**src/rtl/rate_tick_pkg.sv**
```systemverilog
// ----------------------------------------------------------------------------
// rate_tick_pkg
// Shared definitions for the rate tick generator:
//   - speed_sel encodings (1 Hz, 2 Hz, 4 Hz, 0.5 Hz)
//   - RUN/PAUSE state type
//   - reload_cycles(): down-counter reload value for a given speed and clock
// ----------------------------------------------------------------------------
package rate_tick_pkg;

    localparam logic [1:0] SPEED_1HZ    = 2'b00;
    localparam logic [1:0] SPEED_2HZ    = 2'b01;
    localparam logic [1:0] SPEED_4HZ    = 2'b10;
    localparam logic [1:0] SPEED_HALF_HZ = 2'b11;

    typedef enum logic {
        ST_RUN   = 1'b0,
        ST_PAUSE = 1'b1
    } run_state_t;

    // Tick period is reload+1 cycles, so the reload is one less than the
    // number of clock cycles per tick at the selected rate.
    function automatic int unsigned reload_cycles(input logic [1:0]  sel,
                                                  input int unsigned clk_hz);
        int unsigned r;
        case (sel)
            SPEED_1HZ:     r = clk_hz - 1;
            SPEED_2HZ:     r = clk_hz / 2 - 1;
            SPEED_4HZ:     r = clk_hz / 4 - 1;
            SPEED_HALF_HZ: r = 2 * clk_hz - 1;
            default:       r = clk_hz - 1;
        endcase
        return r;
    endfunction

endpackage

```
**src/rtl/btn_debounce.sv**
```systemverilog
// ----------------------------------------------------------------------------
// btn_debounce
// Conditions one raw, asynchronous, active-low push button:
//   2-flop synchronizer -> level debouncer -> registered press pulse.
// The debounced level follows the synchronized level only after the latter
// has held its new value for DEBOUNCE_CYCLES consecutive cycles; any bounce
// back to the current debounced level restarts the count.
//
// Ports
//   i_clk    : clock
//   i_srst   : synchronous active-high reset (sync flops and level -> 1)
//   i_btn_n  : raw button, active low, asynchronous to i_clk
//   o_fall   : one-cycle pulse in the cycle after the debounced level
//              falls 1 -> 0 (i.e. a press); releases produce nothing
// ----------------------------------------------------------------------------
module btn_debounce #(
    parameter int DEBOUNCE_CYCLES = 1_000_000
)(
    input  logic i_clk,
    input  logic i_srst,
    input  logic i_btn_n,
    output logic o_fall
);

    localparam int CNT_W = (DEBOUNCE_CYCLES > 1) ? $clog2(DEBOUNCE_CYCLES) : 1;
    localparam logic [CNT_W-1:0] CNT_LAST = CNT_W'(DEBOUNCE_CYCLES - 1);

    logic [1:0]       r_sync;
    logic             r_level;
    logic [CNT_W-1:0] r_cnt;
    logic             r_fall;

    always_ff @(posedge i_clk) begin
        if (i_srst) begin
            r_sync  <= 2'b11;
            r_level <= 1'b1;
            r_cnt   <= '0;
            r_fall  <= 1'b0;
        end else begin
            r_sync <= {r_sync[0], i_btn_n};
            r_fall <= 1'b0;
            if (r_sync[1] == r_level) begin
                // Agrees with the accepted level: nothing pending.
                r_cnt <= '0;
            end else if (r_cnt == CNT_LAST) begin
                // This is the DEBOUNCE_CYCLES-th consecutive differing cycle.
                r_level <= r_sync[1];
                r_cnt   <= '0;
                // The new level differs from r_level, so r_level==1 means 1->0.
                r_fall  <= r_level;
            end else begin
                r_cnt <= r_cnt + CNT_W'(1);
            end
        end
    end

    assign o_fall = r_fall;

endmodule

```
**src/rtl/rate_tick_gen.sv**
```systemverilog
// ----------------------------------------------------------------------------
// rate_tick_gen
// Produces a one-cycle enable pulse (tick) at 1, 2, 4 or 0.5 Hz for a
// downstream digit counter, with a debounced run/pause push button.
//
// Ports
//   CLOCK_50  : clock (frequency CLK_HZ)
//   reset     : synchronous active-high reset
//   speed_sel : 00=1 Hz, 01=2 Hz, 10=4 Hz, 11=0.5 Hz
//   pause_btn : raw active-low button; each press toggles RUN/PAUSE
//   step_btn  : (only with RATE_TICK_SINGLE_STEP_EN) raw active-low button;
//               a press while paused emits exactly one tick
//   tick      : one-cycle enable pulse
//   running   : 1 in RUN, 0 in PAUSE
//
// Optional feature macro: RATE_TICK_SINGLE_STEP_EN (single-step button).
//
// tick is combinational from the counter/state so it appears in the very
// cycle the counter reads zero; it is forced low while reset is asserted and
// in any cycle where speed_sel differs from its registered copy.
// ----------------------------------------------------------------------------
module rate_tick_gen
    import rate_tick_pkg::*;
#(
    parameter int unsigned CLK_HZ          = 50_000_000,
    parameter int          DEBOUNCE_CYCLES = 1_000_000
)(
    input  logic       CLOCK_50,
    input  logic       reset,
    input  logic [1:0] speed_sel,
    input  logic       pause_btn,
`ifdef RATE_TICK_SINGLE_STEP_EN
    input  logic       step_btn,
`endif
    output logic       tick,
    output logic       running
);

    localparam int CW        = $clog2(2 * CLK_HZ);
    localparam int BTN_PAUSE = 0;
`ifdef RATE_TICK_SINGLE_STEP_EN
    localparam int BTN_STEP  = 1;
    localparam int NUM_BTN   = 2;
`else
    localparam int NUM_BTN   = 1;
`endif

    // ------------------------------------------------------------------
    // Button conditioning: one debouncer per button
    // ------------------------------------------------------------------
    logic [NUM_BTN-1:0] w_btn_raw_n;
    logic [NUM_BTN-1:0] w_btn_fall;

    assign w_btn_raw_n[BTN_PAUSE] = pause_btn;
`ifdef RATE_TICK_SINGLE_STEP_EN
    assign w_btn_raw_n[BTN_STEP]  = step_btn;
`endif

    generate
        for (genvar gi = 0; gi < NUM_BTN; gi++) begin : g_btn
            btn_debounce #(
                .DEBOUNCE_CYCLES (DEBOUNCE_CYCLES)
            ) u_btn_debounce (
                .i_clk   (CLOCK_50),
                .i_srst  (reset),
                .i_btn_n (w_btn_raw_n[gi]),
                .o_fall  (w_btn_fall[gi])
            );
        end
    endgenerate

    logic w_pause_press;
    assign w_pause_press = w_btn_fall[BTN_PAUSE];

    // ------------------------------------------------------------------
    // Rate selection
    // ------------------------------------------------------------------
    logic [1:0]    r_speed;
    logic [CW-1:0] w_reload;
    logic          w_speed_change;

    // Always the reload for the live selection: on a speed change this is
    // the new rate, otherwise it equals the registered rate anyway.
    assign w_reload       = CW'(reload_cycles(speed_sel, CLK_HZ));
    assign w_speed_change = (speed_sel != r_speed);

    // ------------------------------------------------------------------
    // RUN/PAUSE state machine
    // ------------------------------------------------------------------
    run_state_t r_state;
    run_state_t w_state_next;

    always_ff @(posedge CLOCK_50) begin
        if (reset) begin
            r_state <= ST_RUN;
        end else begin
            r_state <= w_state_next;
        end
    end

    always_comb begin
        w_state_next = r_state;
        case (r_state)
            ST_RUN:   if (w_pause_press) w_state_next = ST_PAUSE;
            ST_PAUSE: if (w_pause_press) w_state_next = ST_RUN;
            default:  w_state_next = ST_RUN;
        endcase
    end

    // A step press only matters while paused.
    logic w_step_ok;
`ifdef RATE_TICK_SINGLE_STEP_EN
    assign w_step_ok = (r_state == ST_PAUSE) && w_btn_fall[BTN_STEP];
`else
    assign w_step_ok = 1'b0;
`endif

    // ------------------------------------------------------------------
    // Down-counter
    // ------------------------------------------------------------------
    logic [CW-1:0] r_count;
    logic [CW-1:0] w_count_next;
    logic          w_count_zero;

    assign w_count_zero = (r_count == '0);

    always_comb begin
        w_count_next = r_count;
        if (w_speed_change) begin
            // Speed change has priority over expiry and over a step.
            w_count_next = w_reload;
        end else if (r_state == ST_RUN) begin
            if (w_count_zero) begin
                w_count_next = w_reload;
            end else begin
                w_count_next = r_count - CW'(1);
            end
        end else if (w_step_ok) begin
            w_count_next = w_reload;
        end
    end

    always_ff @(posedge CLOCK_50) begin
        if (reset) begin
            r_count <= w_reload;
            r_speed <= speed_sel;
        end else begin
            r_count <= w_count_next;
            r_speed <= speed_sel;
        end
    end

    // ------------------------------------------------------------------
    // Outputs (decoded from the pre-toggle state of this cycle)
    // ------------------------------------------------------------------
    always_comb begin
        running = (r_state == ST_RUN);
        tick    = 1'b0;
        if (!reset && !w_speed_change) begin
            tick = ((r_state == ST_RUN) && w_count_zero) || w_step_ok;
        end
    end

endmodule

```
**config.mk**
```make
export PLATFORM = sky130hd
export DESIGN_NAME = rate_tick_gen
export DESIGN_NICKNAME = d
export VERILOG_FILES = /design/src/rtl/rate_tick_pkg.sv /design/src/rtl/btn_debounce.sv /design/src/rtl/rate_tick_gen.sv
export SDC_FILE = /design/constraint.sdc
export NUM_CORES = 1
export LEC_CHECK = 0
export ABC_AREA = 1
export CAP_MARGIN = 20
export CORE_ASPECT_RATIO = 0.75
export CORE_UTILIZATION = 55
export CTS_CLUSTER_SIZE = 8
export DETAILED_ROUTE_END_ITERATION = 12
export PLACE_DENSITY_LB_ADDON = 0.12
export SLEW_MARGIN = 20
export SYNTH_ARGS = -nofsm -noshare
export SYNTH_HDL_FRONTEND = slang
export SYNTH_SLANG_ARGS = --single-unit
```
**constraint.sdc**
```tcl
create_clock -name CLOCK_50 -period 5.1 [get_ports CLOCK_50]
set_clock_uncertainty 0.05 [all_clocks]
set_input_delay 0.765 -clock CLOCK_50 [delete_from_list [all_inputs] [get_ports CLOCK_50]]
set_output_delay 0.765 -clock CLOCK_50 [all_outputs]
set_load 0.05 [all_outputs]
```
Word-level counts from Yosys, hierarchy flattened
Cells that the tools add are included.
- reductions and logical operators: 9
- bitwise gates (word level): 3
- muxes and demuxes: 9
- add/sub/neg operators: 2
- equal/unequal tests: 7
- operators with widths (operator ; count):
    27-bit 2-to-1 mux ; 4
    27-bit case mux with 4 select lines ; 1
    27-bit zero test ; 1
    27-bit by 1-bit subtractor with 27-bit output (second input constant) ; 1
    20-bit by 1-bit adder with 20-bit output (second input constant) ; 1
    20-bit equality test (second input constant) ; 1
    3-bit OR reduction ; 2
    2-bit equality test (second input constant) ; 2
    1-bit 2-to-1 mux ; 3
    3-bit != test (second input constant) ; 1
    1-bit inverter ; 3
    2-bit by 1-bit equality test with 1-bit output (second input constant) ; 1
    1-bit logical AND ; 2
    1-bit zero test ; 2
    2-bit zero test ; 1
    2-bit != test ; 1
    1-bit case mux with 2 select lines ; 1
    2-bit AND reduction ; 1
    1-bit equality test ; 1
- bits in registers: 54

Longest topological paths before layout
Gate-level depths: netlist (run 1).
- depth in word-level cells: 6
- depth in mapped cells: 11
- gate-level depth less buffers: 10

Cells and area by module
A second synthesis (run 1) with hierarchy kept.
- cells, all modules: 451
- area, all modules: 3308.2 sq um
- modules (own cells, without submodules) (module ; times used ; cells each ; area an instance (sq um)):
    rate_tick_gen ; 1 ; 284 ; 2112.0
    btn_debounce ; 1 ; 167 ; 1196.1

Worst setup path after synthesis (run 1)
Ideal clock, no wire load.
- kind: input -> output
- from: in speed_sel[0]
- to: out tick
- data arrival time: 2305 ps
- setup slack: 1980 ps
- stages on the path: 6
- buffers on the path: 0
- path through: inv_1 nand2_1 nand3_1 nor2_2 inv_2 nor3_1
- word-level cells in the longest chain between the ends: 4
- ends and longest elaborated chain (item ; line ; source):
    start, declared ; rate_tick_gen.sv:30 ; input logic [1:0] speed_sel,
    2-bit != test ; rate_tick_gen.sv:85 ; assign w_speed_change = (speed_sel != r_speed);
    1-bit zero test ; rate_tick_gen.sv:159 ; if (!reset && !w_speed_change) begin
    1-bit logical AND ; rate_tick_gen.sv:159 ;
    1-bit 2-to-1 mux ; rate_tick_gen.sv:159 ;
    end, declared ; rate_tick_gen.sv:35 ; output logic tick,
No other way between the ends.

Final worst setup path (run 1)
Same ends and word-level chain as after synthesis.

==> results of run 1 <==
[cell families (layout without fill, tap and decap cells)]
family                   Yosys count  in the layout  share of synthesized area
adder cells (fa/ha/maj)            9              9                     0.0335
flip-flops                        54             54                      0.402
AO/OA/AOI/OAI                     26             26                     0.0420
buffers and inverters             59             69                     0.0759
XOR/XNOR                          12             12                     0.0312
AND/OR/NAND/NOR                  293            293                      0.416
[final timing paths]
kind | start | endpoint | slack [ns] | cells past startpoint
setup reg to reg | g_btn[0].u_btn_debounce.r_cnt[0] | g_btn[0].u_btn_debounce.r_cnt[16] | 2.90 | 6
hold reg to reg | g_btn[0].u_btn_debounce.r_sync[0] | g_btn[0].u_btn_debounce.r_sync[1] | 0.39 | 1
hold / removal | g_btn[0].u_btn_debounce.r_sync[0] | g_btn[0].u_btn_debounce.r_sync[1] | 0.39 | 1
setup / recovery | speed_sel[0] | tick | 1.35 | 8
[report_power, final]
group          total [mW]  switching [mW]  internal [mW]  leakage, nW
registers           0.489          0.0172          0.472        0.484
logic              0.0740          0.0465         0.0275        0.847
clock network       0.272           0.145          0.128       0.0567
[worst register-to-register path: stages, from the launching register on]
cell and delay [ns]:
dfxtp_1 0.45, ha_1 0.35, nand3_2 0.17, nor3_2 0.16, nand3_1 0.20, nand2_1 0.58, nor2_1 0.11
[flip-flops by register name, indices dropped and copies added (netlist names)]
register and flops:
g_btn.u_btn_debounce.o_fall 1, g_btn.u_btn_debounce.r_cnt 20, g_btn.u_btn_debounce.r_level 1, g_btn.u_btn_debounce.r_sync 2, r_count 27, r_speed 2, r_state 1
[per-layer routing]
layer	GRT usage	up-vias	wire length [um]
met5	0	-	0
met1	0.363	1288	3510
li1	-	1457	-
met2	0.343	113	2780
met3	0.0362	6	619
met4	0.0451	0	57
[layout make-up]
cell class	instances	area share
Multi-Input combinational cell	340	0.490
Sequential cell	54	0.377
Clock buffer	6	0.0262
Clock inverter	2	0.00384
Timing Repair Buffer	7	0.0188
Tap cell	78	0.0272
Inverter	54	0.0565
[cell usage after synthesis, types with 2 or more instances]
cell type / instances
buf_6: 2
dfxtp_1: 27
nand2_1: 125
nand2_4: 3
a21oi_1: 13
nor3_1: 4
ha_1: 9
nand3b_1: 8
o21bai_1: 2
nor2_4: 7
or2_2: 4
nor2_1: 72
nor2_2: 21
buf_4: 2
inv_1: 52
nand3_2: 5
xnor2_1: 2
o21ai_0: 8
inv_2: 2
nand3_1: 26
xor2_1: 10
nand4_1: 13
edfxtp_1: 27
==> results.py, run 1 <==
metrics = {
    "worst_setup_path": {
        "arrival_ns": 2.93,
        "startpoint_type": "input port",
        "path_max_fanout": 7,
        "cp_cell_sequence": "clkdlybuf4s50_1, inv_1, nand2_1, nand3_1, nor2_2, inv_2, nor3_1, clkdlybuf4s50_1",
        "crit_family": "buffers and inverters",
        "slowest_stage": "clkdlybuf4s50_1",
        "cp-end-kind": "output port",
        "cpPeakStageDelay_ns": 0.82,
        "path_common_cell": "clkdlybuf4s50_1",
        "crit_buf_inv": 4,
        "required_ns": 4.28,
        "worstSetupPathType": "input port to output port",
    },
    "routing": {
        "dr.pass1.iters": 7,
        "drt_iter0_drc": 264,
        "via_count": 2864,
        "ant_nets": 0,
        "drc": 0,
        "viasPerCell": 5.29,
        "wirelength_um": 6960,
        "wire_per_inst_um": 12.9,
    },
    "power_and_ir_drop": {
        "power.leakage_nw": 1.39,
        "cellPowerDensity_nw_per_um2": 233,
        "peakVddDrop_mv": 0.186,
        "power_mw": 0.836,
    },
    "logic_synthesis": {
        "ys_seq_area_frac": 0.402,
        "ys_seq_elements": 54,
        "synthArstFlopShare": 0,
        "syn_area_per_cell_um2": 7.43,
        "synth_edf_count": 27,
        "syn-num-nets": 467,
        "synthCells": 453,
        "ys_types": 32,
        "ys.flop_type": "edfxtp_1",
        "yosysWarnings": 0,
        "ys_top_cells_by_area": "edfxtp_1 24%, dfxtp_1 16%, nand2_1 14%, nor2_1 8.0%, inv_1 5.8%",
        "synth_top_cell_by_area": "edfxtp_1",
        "yosysTopAreaCellShare": 0.241,
        "syn_area_um2": 3360,
    },
    "global_routing": {
        "grtUsageTotal": 0.234,
        "grt_max_degree": 28,
        "grt_pass1_vias": 2579,
        "grt-ovfl-total": 0,
        "grt_pass1_wl_um": 11900,
        "antenna_found_initial": 0,
    },
    "floorplan": {
        "die_w_um": 92.3,
        "dieArea_um2": 6440,
        "core_um2": 5860,
        "start_util": 0.575,
        "rows": 24,
        "ioPinCount": 7,
        "die_h_um": 69.7,
    },
    "status": {
        "status": "completed",
    },
    "cts": {
        "clock-root-buffer": "clkbuf_8",
        "clk-insertion-delay-late_ns": 0.30,
        "holdBufCountCts": 0,
        "h-tree-depth": 2,
        "clk_pin_slew_ns": 0.10,
        "postCtsSetupRepairBufs": 0,
        "cts_sinks": 54,
        "cts_tree": "yes",
        "clk_path_buf_depth": 2,
        "cts_resized": 0,
        "cts_buffers": 5,
    },
    "timing": {
        "finalSetupTns_ns": 0,
        "finalHoldViolations": 0,
        "whs_ns": 0.387,
        "max-slew-margin-rel": 0.532,
        "final-max-slew-violation-count": 0,
        "final.period_utilization": 0.734,
        "setup_viol": 0,
        "setup_slack_ns": 1.35,
        "final.min_clock_period_ns": 3.75,
        "rsz0062_at_grt": "no",
        "tightestPinTransition_ns": 0.700,
        "fmax_mhz": 267,
    },
    "final_layout": {
        "finalInstanceArea_um2": 3580,
        "fin_util": 0.612,
        "stdcell_count": 541,
        "area_growth_pct": 6.55,
        "final_cell_mix": "125 x nand2_1, 72 x nor2_1, 52 x inv_1",
        "regArea_um2": 1350,
        "nets": 476,
        "multi_input_area_um2": 1760,
        "fillers": 557,
        "mostFrequentLayoutCell": "nand2_1",
        "drive_gt1_frac": 0.119,
        "diodes": 0,
    },
    "hold_path": {
        "hold_class": "flop to flop",
    },
    "placement": {
        "dpl_worst_slack_ns": 1.36,
        "place.gp.congestion": 0.898,
        "place_area_um2": 3480,
        "place.port_buffers": 6,
        "dp_hpwl_um": 5260,
        "placed_cells": 533,
    },
    "job": {
        "maxCapViolations": 0,
    },
}
No activity file was read; power rests on OpenSTA's default activity.
==> run 2, diff against run 1 <==
clock period = 3.56 ns   (was 5.1 ns; I/O delays follow)
==> run 2 against run 1 <==
Net effect:
- final cell count unchanged
- critical path type unchanged
- sequential share of layout area up 0.13 points
- combinational power up 43%
- wire length down 1.0%
- sequential power up 43%
==> results.py, run 2 (synthesis results as in run 1) <==
metrics = {
    "floorplan": {
        "ioPinCount": 7,
        "die_w_um": 92.3,
        "die_h_um": 69.7,
        "dieArea_um2": 6440,
        "rows": 24,
        "core_um2": 5860,
        "start_util": 0.575,
    },
    "timing": {
        "setup_viol": 0,
        "fmax_mhz": 366,
        "finalSetupTns_ns": 0,
        "max-slew-margin-rel": 0.534,
        "final-max-slew-violation-count": 0,
        "setup_slack_ns": 0.825,
        "tightestPinTransition_ns": 0.697,
        "rsz0062_at_grt": "no",
        "finalHoldViolations": 0,
        "final.min_clock_period_ns": 2.74,
        "final.period_utilization": 0.768,
    },
    "worst_setup_path": {
        "startpoint_type": "input port",
        "cp_cell_sequence": "clkdlybuf4s50_1, inv_1, nand2_1, nand3_1, nor2_2, inv_2, nor3_1, buf_4",
        "worstSetupPathType": "input port to output port",
        "arrival_ns": 2.15,
        "required_ns": 2.98,
        "cpPeakStageDelay_ns": 0.60,
        "cp-end-kind": "output port",
        "path_max_fanout": 7,
        "slowest_stage": "clkdlybuf4s50_1",
    },
    "global_routing": {
        "grt_pass1_wl_um": 11600,
        "antenna_found_initial": 0,
        "grtUsageTotal": 0.228,
        "grt-ovfl-total": 0,
        "grt_pass1_vias": 2506,
        "grt_max_degree": 28,
    },
    "routing": {
        "drt_iter0_drc": 228,
        "dr.pass1.iters": 4,
        "wire_per_inst_um": 12.7,
        "via_count": 2796,
        "ant_nets": 0,
        "viasPerCell": 5.17,
        "wirelength_um": 6890,
        "drc": 0,
    },
    "final_layout": {
        "mostFrequentLayoutCell": "nand2_1",
        "diodes": 0,
        "final_cell_mix": "125 x nand2_1, 72 x nor2_1, 52 x inv_1",
        "largest_register": "r_count",
        "nets": 476,
        "fillers": 548,
        "area_growth_pct": 6.17,
        "drive_gt1_frac": 0.121,
        "top_regs": "r_count: 27 flops, g_btn.u_btn_debounce.r_cnt: 20 flops",
        "largest_reg_flops": 27,
    },
    "cts": {
        "cts_resized": 0,
        "clk-insertion-delay-late_ns": 0.32,
        "holdBufCountCts": 0,
        "clock-root-buffer": "clkbuf_8",
        "postCtsSetupRepairBufs": 0,
        "cts_buffers": 5,
        "clk_pin_slew_ns": 0.11,
        "cts_sinks": 54,
        "cts_tree": "yes",
        "clk_path_buf_depth": 2,
        "h-tree-depth": 2,
    },
    "power_and_ir_drop": {
        "peakVddDrop_mv": 0.227,
        "power.leakage_nw": 1.38,
        "cellPowerDensity_nw_per_um2": 331,
    },
    "placement": {
        "place.gp.congestion": 0.946,
        "dpl_worst_slack_ns": 0.774,
        "place.port_buffers": 6,
        "dp_hpwl_um": 5200,
    },
    "job": {
        "maxCapViolations": 0,
    },
    "hold_path": {
        "hold_class": "flop to flop",
    },
    "status": {
        "status": "completed",
    },
}
run 2: cell count changes in the layout (fill, tap and decap cells not counted), sizes merged:
| cell | delta |
|---|---|
| buf | +1 |
| clkbuf | -1 |
| clkdlybuf4s50 | -1 |
| inv | +1 |
run 2: cell type report:
cell class              instances  area, um2  area share
clock inverters                 3       28.8     0.00806
flip-flops and latches         54       1350       0.378
well taps                      78       97.6      0.0273
inverters                      54        203      0.0567
clock buffers                   5       68.8      0.0193
multi-input cells             340       1760       0.492
repair buffers                  7       65.1      0.0182
run 2: through the flow:
stage | instance area (um2) | hold slack, ns | total power, mW | cells | utilization
after detailed placement | 3470 | 0.354 | 0.820 | 533 | 0.593
after global routing | 3570 | 0.395 | 1.23 | 541 | 0.610
after floorplan | 3360 | 0.339 | 0.794 | 453 | -
after global placement | 3470 | 0.345 | 0.818 | 533 | 0.593
after CTS | 3570 | 0.381 | 1.19 | 541 | 0.610
final | 3570 | 0.376 | 1.18 | 541 | 0.610
run 2: path summary, 6_finish.rpt:
kind | from | to | slack [ns] | depth (start not counted)
worst max-delay path | speed_sel[0] | tick | 0.82 | 8
worst min-delay path | g_btn[0].u_btn_debounce.r_sync[0] | g_btn[0].u_btn_debounce.r_sync[1] | 0.38 | 1
worst max register to register | g_btn[0].u_btn_debounce.r_cnt[0] | g_btn[0].u_btn_debounce.r_cnt[10] | 1.36 | 6
worst min register to register | g_btn[0].u_btn_debounce.r_sync[0] | g_btn[0].u_btn_debounce.r_sync[1] | 0.38 | 1
run 2: metal layers:
metal	up-vias	track usage	wire length, um
met5	-	0	0
met4	0	0.0417	22
met3	4	0.0351	425
met2	82	0.326	2680
met1	1252	0.362	3760
li1	1458	-	-
run 2: where the power goes:
group	internal, mW	switching, mW	leakage [nW]
combinational	0.0392	0.0666	0.849
sequential	0.676	0.0254	0.484
clock	0.148	0.226	0.0506
total	0.863	0.318	1.38
run 2: worst max-delay path, delay by kind of cell:
kind	cells	cell delay, ns
buf+inv	4	1.06
simple gates	4	0.56
